File: src/rtl/dac_playout_buffer_if.sv
// Sample bus between the USB interface side and the DAC playout buffer.
// The master drives samples in and receives paced samples and status out.
interface dac_playout_buffer_if #(
  parameter int unsigned DEPTH_LOG2 = 4
);
  logic [13:0]         in_data_i;
  logic                in_rdy_i;
  logic [13:0]         out_data_o;
  logic                out_rdy_o;
  logic [DEPTH_LOG2:0] level_o;
  logic                led_overflow_o;
  logic                led_underrun_o;

  modport master (
    output in_data_i, in_rdy_i,
    input  out_data_o, out_rdy_o, level_o, led_overflow_o, led_underrun_o
  );

  modport slave (
    input  in_data_i, in_rdy_i,
    output out_data_o, out_rdy_o, level_o, led_overflow_o, led_underrun_o
  );
endinterface

File: src/rtl/dac_playout_buffer.sv
// Elastic FIFO releasing 14-bit DAC samples at a fixed counter-derived rate.
// DAC_PLAYOUT_REPEAT_EN: on underrun repeat the last sample instead of re-priming.
module dac_playout_buffer #(
  parameter int unsigned DEPTH_LOG2  = 4,
  parameter int unsigned DIV         = 250,
  parameter int unsigned PRIME_LEVEL = 8,
  parameter int unsigned LEDCNT_MAX  = 7200000
) (
  input logic                 clk_i,
  input logic                 reset_ni,
  dac_playout_buffer_if.slave bus
);

  localparam int unsigned DEPTH  = 1 << DEPTH_LOG2;
  localparam int unsigned LVL_W  = DEPTH_LOG2 + 1;
  localparam int unsigned CNT_W  = $clog2(DIV);
  localparam int unsigned LED_W  = 26;
  localparam int unsigned DATA_W = 14;

  typedef enum logic {PRIME, PLAY} state_e;

  state_e                  state_q;
  logic [CNT_W-1:0]        cnt_q;
  logic [DEPTH_LOG2-1:0]   wr_ptr_q, rd_ptr_q;
  logic [LVL_W-1:0]        level_q, level_d;
  logic [DATA_W-1:0]       mem [DEPTH];
  logic [DATA_W-1:0]       out_data_q;
  logic                    out_rdy_q;
  logic [LED_W-1:0]        ovf_cnt_q, ovf_cnt_d;
  logic [LED_W-1:0]        udr_cnt_q, udr_cnt_d;
  logic                    led_ovf_q, led_udr_q;

  logic tick, empty, full, pop, underrun, wr_en, overflow;

  // Event decode from registered state only; the empty test uses the registered level.
  always_comb begin
    tick     = (state_q == PLAY) && (cnt_q == CNT_W'(DIV - 1));
    empty    = (level_q == '0);
    full     = (level_q == LVL_W'(DEPTH));
    pop      = tick && !empty;
    underrun = tick && empty;
    wr_en    = bus.in_rdy_i && (!full || pop);
    overflow = bus.in_rdy_i && !wr_en;
  end

  always_comb begin
    level_d = level_q;
    case ({wr_en, pop})
      2'b10:   level_d = level_q + LVL_W'(1);
      2'b01:   level_d = level_q - LVL_W'(1);
      default: level_d = level_q;
    endcase
  end

  // LED stretchers reload on every new event and count down to zero.
  always_comb begin
    ovf_cnt_d = ovf_cnt_q;
    udr_cnt_d = udr_cnt_q;
    if (overflow)             ovf_cnt_d = LED_W'(LEDCNT_MAX);
    else if (ovf_cnt_q != '0) ovf_cnt_d = ovf_cnt_q - LED_W'(1);
    if (underrun)             udr_cnt_d = LED_W'(LEDCNT_MAX);
    else if (udr_cnt_q != '0) udr_cnt_d = udr_cnt_q - LED_W'(1);
  end

  // Sample storage carries no reset; stale entries are unreachable via the pointers.
  always_ff @(posedge clk_i) begin
    if (wr_en) mem[wr_ptr_q] <= bus.in_data_i;
  end

  always_ff @(posedge clk_i or negedge reset_ni) begin
    if (!reset_ni) begin
      state_q    <= PRIME;
      cnt_q      <= '0;
      wr_ptr_q   <= '0;
      rd_ptr_q   <= '0;
      level_q    <= '0;
      out_data_q <= '0;
      out_rdy_q  <= 1'b0;
      ovf_cnt_q  <= '0;
      udr_cnt_q  <= '0;
      led_ovf_q  <= 1'b0;
      led_udr_q  <= 1'b0;
    end else begin
      level_q   <= level_d;
      ovf_cnt_q <= ovf_cnt_d;
      udr_cnt_q <= udr_cnt_d;
      led_ovf_q <= (ovf_cnt_d != '0);
      led_udr_q <= (udr_cnt_d != '0);
      if (wr_en) wr_ptr_q <= wr_ptr_q + DEPTH_LOG2'(1);
      if (pop) begin
        rd_ptr_q   <= rd_ptr_q + DEPTH_LOG2'(1);
        out_data_q <= mem[rd_ptr_q];
      end
`ifdef DAC_PLAYOUT_REPEAT_EN
      out_rdy_q <= tick;
`else
      out_rdy_q <= pop;
`endif
      case (state_q)
        PRIME: begin
          cnt_q <= '0;
          if (level_q >= LVL_W'(PRIME_LEVEL)) state_q <= PLAY;
        end
        PLAY: begin
          cnt_q <= tick ? '0 : cnt_q + CNT_W'(1);
`ifndef DAC_PLAYOUT_REPEAT_EN
          if (underrun) state_q <= PRIME;
`endif
        end
      endcase
    end
  end

  assign bus.out_data_o     = out_data_q;
  assign bus.out_rdy_o      = out_rdy_q;
  assign bus.level_o        = level_q;
  assign bus.led_overflow_o = led_ovf_q;
  assign bus.led_underrun_o = led_udr_q;

endmodule

File: src/flat_wrapper.sv
// flat-port wrapper written by rule: the top's interface ports become plain ports
module dac_playout_buffer_flat 
#(
  parameter int unsigned DEPTH_LOG2  = 4,
  parameter int unsigned DIV         = 250,
  parameter int unsigned PRIME_LEVEL = 8,
  parameter int unsigned LEDCNT_MAX  = 7200000
)
  (clk_i, reset_ni, bus_in_data_i, bus_in_rdy_i, bus_out_data_o, bus_out_rdy_o, bus_level_o, bus_led_overflow_o, bus_led_underrun_o);
  dac_playout_buffer_if #(.DEPTH_LOG2(DEPTH_LOG2)) bus_i ();
  input logic clk_i;
  input logic reset_ni;
  input wire logic [$bits(bus_i.in_data_i)-1:0] bus_in_data_i;
  input wire logic [$bits(bus_i.in_rdy_i)-1:0] bus_in_rdy_i;
  output wire logic [$bits(bus_i.out_data_o)-1:0] bus_out_data_o;
  output wire logic [$bits(bus_i.out_rdy_o)-1:0] bus_out_rdy_o;
  output wire logic [$bits(bus_i.level_o)-1:0] bus_level_o;
  output wire logic [$bits(bus_i.led_overflow_o)-1:0] bus_led_overflow_o;
  output wire logic [$bits(bus_i.led_underrun_o)-1:0] bus_led_underrun_o;
  assign bus_i.in_data_i = bus_in_data_i;
  assign bus_i.in_rdy_i = bus_in_rdy_i;
  assign bus_out_data_o = bus_i.out_data_o;
  assign bus_out_rdy_o = bus_i.out_rdy_o;
  assign bus_level_o = bus_i.level_o;
  assign bus_led_overflow_o = bus_i.led_overflow_o;
  assign bus_led_underrun_o = bus_i.led_underrun_o;
  dac_playout_buffer #(.DEPTH_LOG2(DEPTH_LOG2), .DIV(DIV), .PRIME_LEVEL(PRIME_LEVEL), .LEDCNT_MAX(LEDCNT_MAX)) u_core (.clk_i(clk_i), .reset_ni(reset_ni), .bus(bus_i));
endmodule
File: config.mk
export PLATFORM = sky130hd
export DESIGN_NAME = dac_playout_buffer_flat
export DESIGN_NICKNAME = d
export VERILOG_FILES = /design/src/rtl/dac_playout_buffer_if.sv /design/src/rtl/dac_playout_buffer.sv /design/src/flat_wrapper.sv
export SDC_FILE = /design/constraint.sdc
export NUM_CORES = 1
export LEC_CHECK = 0
export ABC_AREA = 1
export BUFFER_PORTS_ARGS = -buffer_cell sky130_fd_sc_hd__buf_2
export CORE_UTILIZATION = 55
export CTS_BUF_LIST = sky130_fd_sc_hd__clkbuf_8
export CTS_CLUSTER_SIZE = 40
export DETAILED_ROUTE_END_ITERATION = 6
export PLACE_DENSITY = 0.72
export SYNTH_ARGS = -nofsm -noshare
export SYNTH_HDL_FRONTEND = slang
export SYNTH_SLANG_ARGS = --single-unit
File: constraint.sdc
create_clock -name clk_i -period 7.7 [get_ports clk_i]
set_clock_uncertainty 0.2 [all_clocks]
set_input_delay 0.385 -clock clk_i [delete_from_list [all_inputs] [get_ports clk_i]]
set_output_delay 0.385 -clock clk_i [all_outputs]
set_load 0.005 [all_outputs]
==> results of run 1 <==
[worst max-delay path: cells and delay by family, from the launching register on]
family                     cells  cell delay (ns)
buffers and inverters          3             0.59
adders and majority gates      1             0.18
DFF                            1             0.39
and+or+nand+nor                7             1.51
[cell usage in the layout, fill, tap and decap left out, drive strengths merged, types with 20 or more instances in the layout]
master  count
nand3      65
edfxtp    224
o221ai     41
clkinv     25
nor2      257
xor2       20
dfrtp      91
buf        59
nand2     209
mux2i      41
inv       113
clkbuf     51
o21ai      75
[worst min-delay path by stage]
| stage | from | endpoint | slack, ns | depth (start not counted) |
|---|---|---|---|---|
| 2_1_floorplan | reset_ni | u_core.bus.led_overflow_o | -0.11 | 0 |
| 3_3_place_gp | reset_ni | u_core.udr_cnt_q[0] | 0.13 | 1 |
| 3_5_place_dp | reset_ni | u_core.udr_cnt_q[0] | 0.13 | 1 |
| 4_1_cts | reset_ni | u_core.udr_cnt_q[0] | 0.06 | 2 |
| 5_1_grt | reset_ni | u_core.udr_cnt_q[13] | 0.12 | 2 |
| 6_report | reset_ni | u_core.udr_cnt_q[0] | 0.08 | 2 |
[metal layers]
layer / global-route usage [%] / up-vias / wire length [um]
li1: - / 4659 / -
met1: 33.6 / 4840 / 13300
met2: 41.2 / 371 / 15300
met3: 4.29 / 80 / 2300
met4: 12.4 / 0 / 1220
met5: 0 / - / 0
[layout make-up]
| class | count | area [um2] | share of cell area [%] |
|---|---|---|---|
| flip-flops and latches | 315 | 9010 | 57.6 |
| well taps | 330 | 413 | 2.64 |
| inverters | 97 | 365 | 2.34 |
| multi-input cells | 827 | 4410 | 28.2 |
| repair buffers | 75 | 510 | 3.27 |
| clock inverters | 43 | 223 | 1.42 |
| clock buffers | 51 | 702 | 4.49 |
[power groups by stage]
| stage | Clock, mW | Combinational (mW) | Sequential [mW] |
|---|---|---|---|
| 4_1_cts | 1.35 | 0.444 | 2.09 |
| 6_report | 1.32 | 0.444 | 2.09 |
| 3_3_place_gp | 0 | 0.417 | 2.11 |
| 2_1_floorplan | 0 | 0.274 | 2.10 |
| 3_5_place_dp | 0 | 0.434 | 2.12 |
| 5_1_grt | 1.43 | 0.499 | 2.11 |
[kinds of logic (layout without fill, tap and decap cells)]
logic type,after synthesis,after routing,synth area share (%)
XOR/XNOR,30,30,1.87
adder cells (fa/ha/maj),14,14,1.30
buffers and inverters,148,266,4.37
multiplexers,42,42,3.01
AO/OA/AOI/OAI,171,171,8.02
flip-flops,315,315,64.2
AND/OR/NAND/NOR,570,570,17.2
[repair_timing]
item                       in CTS  in global routing
hold endpoints to repair      253                  0
setup endpoints to repair       0                  0
hold buffers                   16                  0
[state kept, by name, summed over array words and instances (netlist names), 4 cells and up]
| signal | flops |
|---|---|
| u_core.cnt_q | 8 |
| u_core.rd_ptr_q | 4 |
| u_core.mem | 224 |
| u_core.udr_cnt_q | 26 |
| u_core.ovf_cnt_q | 26 |
| u_core.bus.out_data_o | 14 |
| u_core.bus.level_o | 5 |
| u_core.wr_ptr_q | 4 |
==> qor.yml, run 1 <==
sta:
  setup_viol: 0
  timing.final.crit_share_pct: 41.1
  layout_setup_ws_ns: 4.54
  timing.hold.ws_ns: 0.0839
  drv_slew: 0
  fmax_mhz: 316
  hold_violations: 0
  worst_slew_pin_slew_ns: 1.31
  finalSetupTns_ns: 0
  fin_crit_ns: 3.16
  grt_setup_unrepaired: "no"
  slew_headroom_pct: 12.6
yosys:
  ys_types: 41
  ys_ff_latch: 315
  synthCells: 1290
  yosys_warnings: 0
  ys.flop_type: "edfxtp_1"
  synthTopCellsByArea: "edfxtp_1 (48%), dfrtp_1 (16%), nor2_1 (6.6%)"
  avgSynthCellArea_um2: 10.9
  ys_seq_area_share_pct: 64.2
  synth_top_area_share_pct: 48.0
  yosysTopAreaCell: "edfxtp_1"
  yosys-top-cells-count: "nor2_1 (247), edfxtp_1 (224), nand2_1 (204)"
  synth_area_um2: 14000
  synth_fp_nets: 1321
  synth-edff-count: 224
  async_reset_ff_share_pct: 28.9
  synth.most_common_cell: "nor2_1"
final_layout:
  drive_gt1_share_pct: 10.4
  utilization_pct: 62.2
  instances_no_fill: 1738
  stdcell_area_um2: 15600
  n_fill_cell: 2060
  final_net_count: 1397
  diodes: 0
  area_delta_synth_final_pct: 11.5
die:
  die-area_um2: 26100
  core-area_um2: 25100
  boundaryPins: 39
  die_x_um: 162
  rows: 58
  start_util_pct: 55.8
  die_y_um: 162
hold_path:
  hp-class: "primary input to asynchronous set/reset pin"
critical_path:
  cp-endpoint: "u_core.mem[7][1]"
  cp.required_ns: 7.80
  r2r_slack_ns: 4.54
  critical_path_class: "flip-flop to flip-flop"
  crit_start: "u_core.cnt_q[1]"
  timing.rr.start: "u_core.cnt_q[1]"
  cp-end-kind: "flip-flop"
  crit_top_cell: "nand2_1"
  cp_cell_sequence: "inv_1 -> ha_1 -> nand2_1 -> nor2_1 -> nand2_1 -> nand2_1 -> nand2_1 -> inv_1 -> nand2_1 -> nor2_1 -> buf_4"
  crit_slowest_cell: "nor2_1"
  reg2regPathDepth: 11
  crit_path_max_incr_delay_ns: 0.88
  crit_fanout: 8
  worstSetupStartpointType: "flip-flop"
  cp_data_arrival_time_ns: 3.26
  timing.rr.end: "u_core.mem[7][1]"
cts:
  cts_resized: 0
  worstSkewPairLatency_ns: 0.60
  ctsLongestPathBuffers: 3
  cts_buffers: 50
  cts_tree: "built"
  cts.clk_slew.worst_paths_ns: 0.06
  postCtsSetupBuffers: 0
  root_buffer: "clkbuf_8"
  numClockSinks: 315
  htree_num_levels: 2
power_and_ir_drop:
  pwr-share-seq_pct: 54.2
  switching_share_pct: 27.4
  switching_power_mw: 1.06
  p_per_area_nw_per_um2: 247
  p_leak_nw: 6.40
  power.share.clock_pct: 34.3
  power.internal_mw: 2.80
  ir_drop_mv: 0.180
  fin_total_pwr_mw: 3.86
  combPwrFrac_pct: 11.5
global_route:
  grt_pass1_vias: 9914
  grt_pass1_wl_um: 51400
  antenna_found_initial: 0
  grt_max_degree: 116
  grt_usage_pct: 25.5
  grt-ovfl-total: 0
status:
  outcome: "completed"
placed_design:
  placed_cell_area_um2: 14500
  dp_hpwl_um: 19600
  gp_congestion: 0.884
  dp_cells: 1628
  dp_slack_ns: 4.53
  portBuffers: 38
drt:
  drt_iter0_drc: 996
  wl_per_cell_um: 18.5
  dr.pass1.iters: 5
  vias: 9950
  drc: 0
  routed_via_density: 5.72
  ant_nets: 0
  finalWirelength_um: 32200
flow_run:
  max_cap_violations: 0
(Power assumes the default switching activity.)
==> run 2, diff against run 1 <==
==> constraint.sdc (replaced) <==
create_clock -name clk_i -period 3 [get_ports clk_i]
set_clock_uncertainty 0.2 [all_clocks]
set_input_delay 0.15 -clock clk_i [delete_from_list [all_inputs] [get_ports clk_i]]
set_output_delay 0.15 -clock clk_i [all_outputs]
set_load 0.005 [all_outputs]
==> run 2 against run 1 <==
  * Register-to-register slack worse by 4.3 ns
  * First-iteration DRC count down 17%
  * Die area unchanged
  * Fmax up 16%
  * Sequential share of layout area down 1.0 points
  * Cell count up 1.0%
  * Power rose to 2.6 times the previous value
  * Critical path type unchanged
  * Critical endpoint is now u_core.bus.level_o[4]
  * Highest routed layer unchanged
==> qor.yml, run 2 (same netlist as run 1, synthesis figures left out) <==
drt:
  wl_per_cell_um: 17.6
  dr.pass1.iters: 5
  drt_iter0_drc: 823
  finalWirelength_um: 31000
  vias: 9757
  routed_via_density: 5.56
  drc: 0
  ant_nets: 0
power_and_ir_drop:
  ir_drop_mv: 0.437
  p_leak_nw: 6.55
  p_per_area_nw_per_um2: 637
die:
  boundaryPins: 39
  start_util_pct: 55.8
  die_x_um: 162
  core-area_um2: 25100
  rows: 58
  die-area_um2: 26100
  die_y_um: 162
global_route:
  antenna_found_initial: 0
  grt-ovfl-total: 0
  grt_usage_pct: 24.5
  grt_pass1_wl_um: 50000
  grt_pass1_vias: 9706
  grt_max_degree: 73
placed_design:
  portBuffers: 38
  gp_congestion: 0.891
  dp_slack_ns: 0.230
  dp_cells: 1644
  dp_hpwl_um: 19800
sta:
  worst_slew_pin_slew_ns: 0.960
  slew_headroom_pct: 36.0
  hold_violations: 0
  fmax_mhz: 367
  setup_viol: 0
  fin_crit_ns: 2.72
  timing.final.crit_share_pct: 90.7
  grt_setup_unrepaired: "no"
  layout_setup_ws_ns: 0.278
  finalSetupTns_ns: 0
  drv_slew: 0
critical_path:
  critical_path_class: "flip-flop to flip-flop"
  timing.rr.end: "u_core.bus.level_o[4]"
  timing.rr.start: "u_core.cnt_q[0]"
  worstSetupStartpointType: "flip-flop"
  cp.required_ns: 3.29
  reg2regPathDepth: 17
  cp_data_arrival_time_ns: 3.02
  r2r_slack_ns: 0.28
  crit_fanout: 4
  cp-end-kind: "flip-flop"
cts:
  htree_num_levels: 2
  cts_tree: "built"
  postCtsSetupBuffers: 0
  root_buffer: "clkbuf_8"
  ctsLongestPathBuffers: 3
  worstSkewPairLatency_ns: 0.59
  numClockSinks: 315
  cts.clk_slew.worst_paths_ns: 0.06
  cts_buffers: 51
final_layout:
  instances_no_fill: 1756
  final_cell_mix: "nor2_1 (246), edfxtp_1 (224), nand2_1 (204), inv_1 (105), dfrtp_1 (89)"
  n_fill_cell: 2004
  area_delta_synth_final_pct: 13.5
  drive_gt1_share_pct: 12.1
  largest_reg_flops: 224
  largest-register: "u_core.mem"
  final_net_count: 1414
  reg.largest.list: "u_core.mem x224, u_core.ovf_cnt_q x26, u_core.udr_cnt_q x26"
  final_common_cell: "nor2_1"
  diodes: 0
flow_run:
  max_cap_violations: 0
hold_path:
  hp-class: "primary input to asynchronous set/reset pin"
status:
  outcome: "completed"
## run 2: how the worst max path moves through the flow
| stage | to | startpoint | cells after the start |
|---|---|---|---|
| finish | u_core.bus.level_o[4] | u_core.cnt_q[0] | 17 |
| global route | u_core.bus.level_o[4] | u_core.cnt_q[0] | 17 |
| CTS | u_core.bus.level_o[4] | u_core.cnt_q[0] | 17 |
| detailed placement | u_core.bus.level_o[4] | u_core.cnt_q[0] | 17 |
| global placement | u_core.bus.level_o[4] | u_core.cnt_q[0] | 17 |
| floorplan | u_core.bus.level_o[4] | u_core.cnt_q[1] | 18 |
## run 2: stage by stage
step	hold slack (ns)	total power, mW	utilization (%)	area, um2
after floorplan	-0.346	6.10	-	14000
after global placement	0.164	6.52	58.6	14700
after detailed placement	0.160	6.57	58.6	14700
after global routing	0.137	10.6	63.4	15900
final	0.0704	10.1	63.4	15900
after CTS	0.0919	10.2	63.4	15900
## run 2: layer usage
| metal | wire length (um) | vias to the layer above | global-route usage, % |
|---|---|---|---|
| li1 | - | 4695 | - |
| met1 | 13600 | 4709 | 33.4 |
| met2 | 14800 | 298 | 40.8 |
| met3 | 1870 | 55 | 3.65 |
| met4 | 638 | 0 | 7.59 |
| met5 | 0 | - | 0 |
## run 2: timing repair
action / CTS / global route
setup endpoints to repair: 0 / 1
hold buffers: 16 / 0
hold endpoints to repair: 309 / 0
gates resized for setup: 0 / 1
## run 2: worst max-delay path, cell delays in order (launching register included)
cell     delay, ns
dfrtp_1       0.41
ha_1          0.24
nand2_1       0.07
nor2_1        0.04
nand2_1       0.14
nand2_1       0.07
nand2_1       0.12
ha_2          0.24
inv_1         0.09
fa_1          0.36
inv_1         0.10
a21oi_1       0.07
nor2_1        0.08
nor2_1        0.05
nand2_1       0.05
nand2_1       0.05
nor2_1        0.12
xor2_1        0.15
## run 2: power breakdown
group | total, mW | internal (mW) | switching (mW) | leakage, nW
clock | 3.62 | 1.94 | 1.68 | 0.571
combinational | 1.15 | 0.378 | 0.775 | 2.82
sequential | 5.35 | 5.14 | 0.213 | 3.16
total | 10.1 | 7.46 | 2.67 | 6.55
## run 2: area by class of cell
cell class	instances	area (um2)	share of cell area, %
Clock inverter	35	185	1.16
Clock buffer	61	840	5.28
Tap cell	330	413	2.59
Timing Repair Buffer	91	693	4.36
Multi-Input combinational cell	827	4410	27.7
Inverter	97	365	2.30
Sequential cell	315	9010	56.6
==> run 3, diff against run 2 <==
--- a/config.mk
+++ b/config.mk
@@ -12,6 +12,8 @@
 export CTS_CLUSTER_SIZE = 40
 export DETAILED_ROUTE_END_ITERATION = 6
 export PLACE_DENSITY = 0.72
+export RECOVER_POWER = 50
+export SLEW_MARGIN = 20
 export SYNTH_ARGS = -nofsm -noshare
 export SYNTH_HDL_FRONTEND = slang
 export SYNTH_SLANG_ARGS = --single-unit
==> run 3 against run 2 <==
  * The run now ends with capacitance limit, slew limit left
  * Final area is 0.20% lower
  * Clock-buffer cell count stayed put
  * Routed wire length hardly changed
  * Clock power hardly changed
  * Sequential power hardly changed
  * Flip-flop and latch count stayed put
  * Critical path depth stayed put
==> qor.yml, run 3 (same netlist as run 1, synthesis figures left out) <==
status:
  outcome: "complete, but fails checks"
  violations: "capacitance limit, slew limit"
cts:
  ctsLongestPathBuffers: 3
  cts_tree: "built"
  cts.clk_slew.worst_paths_ns: 0.06
  root_buffer: "clkbuf_8"
  worstSkewPairLatency_ns: 0.59
  numClockSinks: 315
  cts_buffers: 51
  htree_num_levels: 2
sta:
  setup_viol: 0
  fin_crit_ns: 2.72
  fmax_mhz: 367
  drv_slew: 73
  timing.final.crit_share_pct: 90.8
  hold_violations: 0
  finalSetupTns_ns: 0
  worst_slew_pin_slew_ns: 1.91
  slew_headroom_pct: -27.2
  grt_setup_unrepaired: "no"
die:
  core-area_um2: 25100
  boundaryPins: 39
  die-area_um2: 26100
  rows: 58
  die_x_um: 162
  start_util_pct: 55.8
  die_y_um: 162
drt:
  drc: 0
  wl_per_cell_um: 17.6
  ant_nets: 0
  drt_iter0_drc: 817
  routed_via_density: 5.57
  finalWirelength_um: 31000
  vias: 9777
  dr.pass1.iters: 5
critical_path:
  crit_start: "u_core.cnt_q[0]"
  worstSetupStartpointType: "flip-flop"
  cp-end-kind: "flip-flop"
  timing.rr.start: "u_core.cnt_q[0]"
  cp_data_arrival_time_ns: 3.02
  cp.required_ns: 3.29
  crit_fanout: 4
  critical_path_class: "flip-flop to flip-flop"
final_layout:
  utilization_pct: 63.2
  diodes: 0
  largest_reg_flops: 224
  drive_gt1_share_pct: 10.7
  stdcell_area_um2: 15900
  largest-register: "u_core.mem"
  seq_area_um2: 9010
  reg.largest.list: "u_core.mem x224, u_core.ovf_cnt_q x26, u_core.udr_cnt_q x26"
  multi_input_area_um2: 4410
  final_cell_mix: "nor2_1 (246), edfxtp_1 (224), nand2_1 (204), inv_1 (105), dfrtp_1 (89)"
  area_delta_synth_final_pct: 13.3
  final_common_cell: "nor2_1"
  final_net_count: 1414
  n_fill_cell: 2016
placed_design:
  portBuffers: 38
  dp_hpwl_um: 19800
  gp_congestion: 0.891
  placed_cell_area_um2: 14700
hold_path:
  worstHoldStart: "u_core.cnt_q[0]"
  hp-class: "flip-flop to flip-flop"
power_and_ir_drop:
  p_leak_nw: 6.49
  ir_drop_mv: 0.434
  p_per_area_nw_per_um2: 638
  fin_total_pwr_mw: 10.1
flow_run:
  max_cap_violations: 1
global_route:
  grt_pass1_vias: 9706
  grt_usage_pct: 24.5
  antenna_found_initial: 0
  grt_max_degree: 73
  grt_pass1_wl_um: 50000
  grt-ovfl-total: 0
==> run 3: through the flow <==
step,worst slack [ns],hold slack (ns),instances
after detailed placement,0.230,0.160,1644
after global placement,0.309,0.164,1644
after global routing,0.0182,0.331,1756
after floorplan,0.129,-0.346,1290
final,0.275,0.299,1756
after CTS,0.223,0.0919,1756
==> run 3: worst max-delay path, cell delays in order (launching register included) <==
cell	delay, ns
dfrtp_1	0.41
ha_1	0.24
nand2_1	0.07
nor2_1	0.04
nand2_1	0.14
nand2_1	0.07
nand2_1	0.12
ha_2	0.24
inv_1	0.09
fa_1	0.36
inv_1	0.10
a21oi_1	0.07
nor2_1	0.08
nor2_1	0.05
nand2_1	0.05
nand2_1	0.05
nor2_1	0.12
xor2_1	0.15
==> run 3: area by class of cell <==
cell class / count / share of cell area (%)
timing repair buffer: 91 / 4.16
sequential: 315 / 56.7
tap: 330 / 2.60
clock inverter: 35 / 1.17
multi-input combinational: 827 / 27.8
clock buffer: 61 / 5.29
inverter: 97 / 2.30
==> run 3: power by group <==
part	internal [mW]	total, mW	switching (mW)
clock	1.94	3.63	1.69
sequential	5.14	5.35	0.212
combinational	0.374	1.15	0.777
==> run 3: worst paths after layout <==
check,depth (start not counted),endpoint,slack (ns)
max,17,u_core.bus.level_o[4],0.28
min in group asynchronous,2,u_core.udr_cnt_q[24],0.45
max reg2reg,17,u_core.bus.level_o[4],0.28
max in group asynchronous,3,u_core.udr_cnt_q[4],0.77
min reg2reg,1,u_core.cnt_q[0],0.30
min,1,u_core.cnt_q[0],0.30
==> run 3: what timing repair did <==
action	4_1_cts	5_1_grt
setup buffers	0	0
hold buffers	16	0
hold endpoints to repair	309	0
resized for setup	0	1
endpoints found under the setup margin	0	1
==> run 3: metal layers <==
layer  wire, um  part of all wire, %  global-route usage, %
met4        623                  2.0                   7.59
met5          0                    0                      0
met3       1620                  5.2                   3.65
met2      14900                   48                   40.8
met1      13900                   45                   33.4
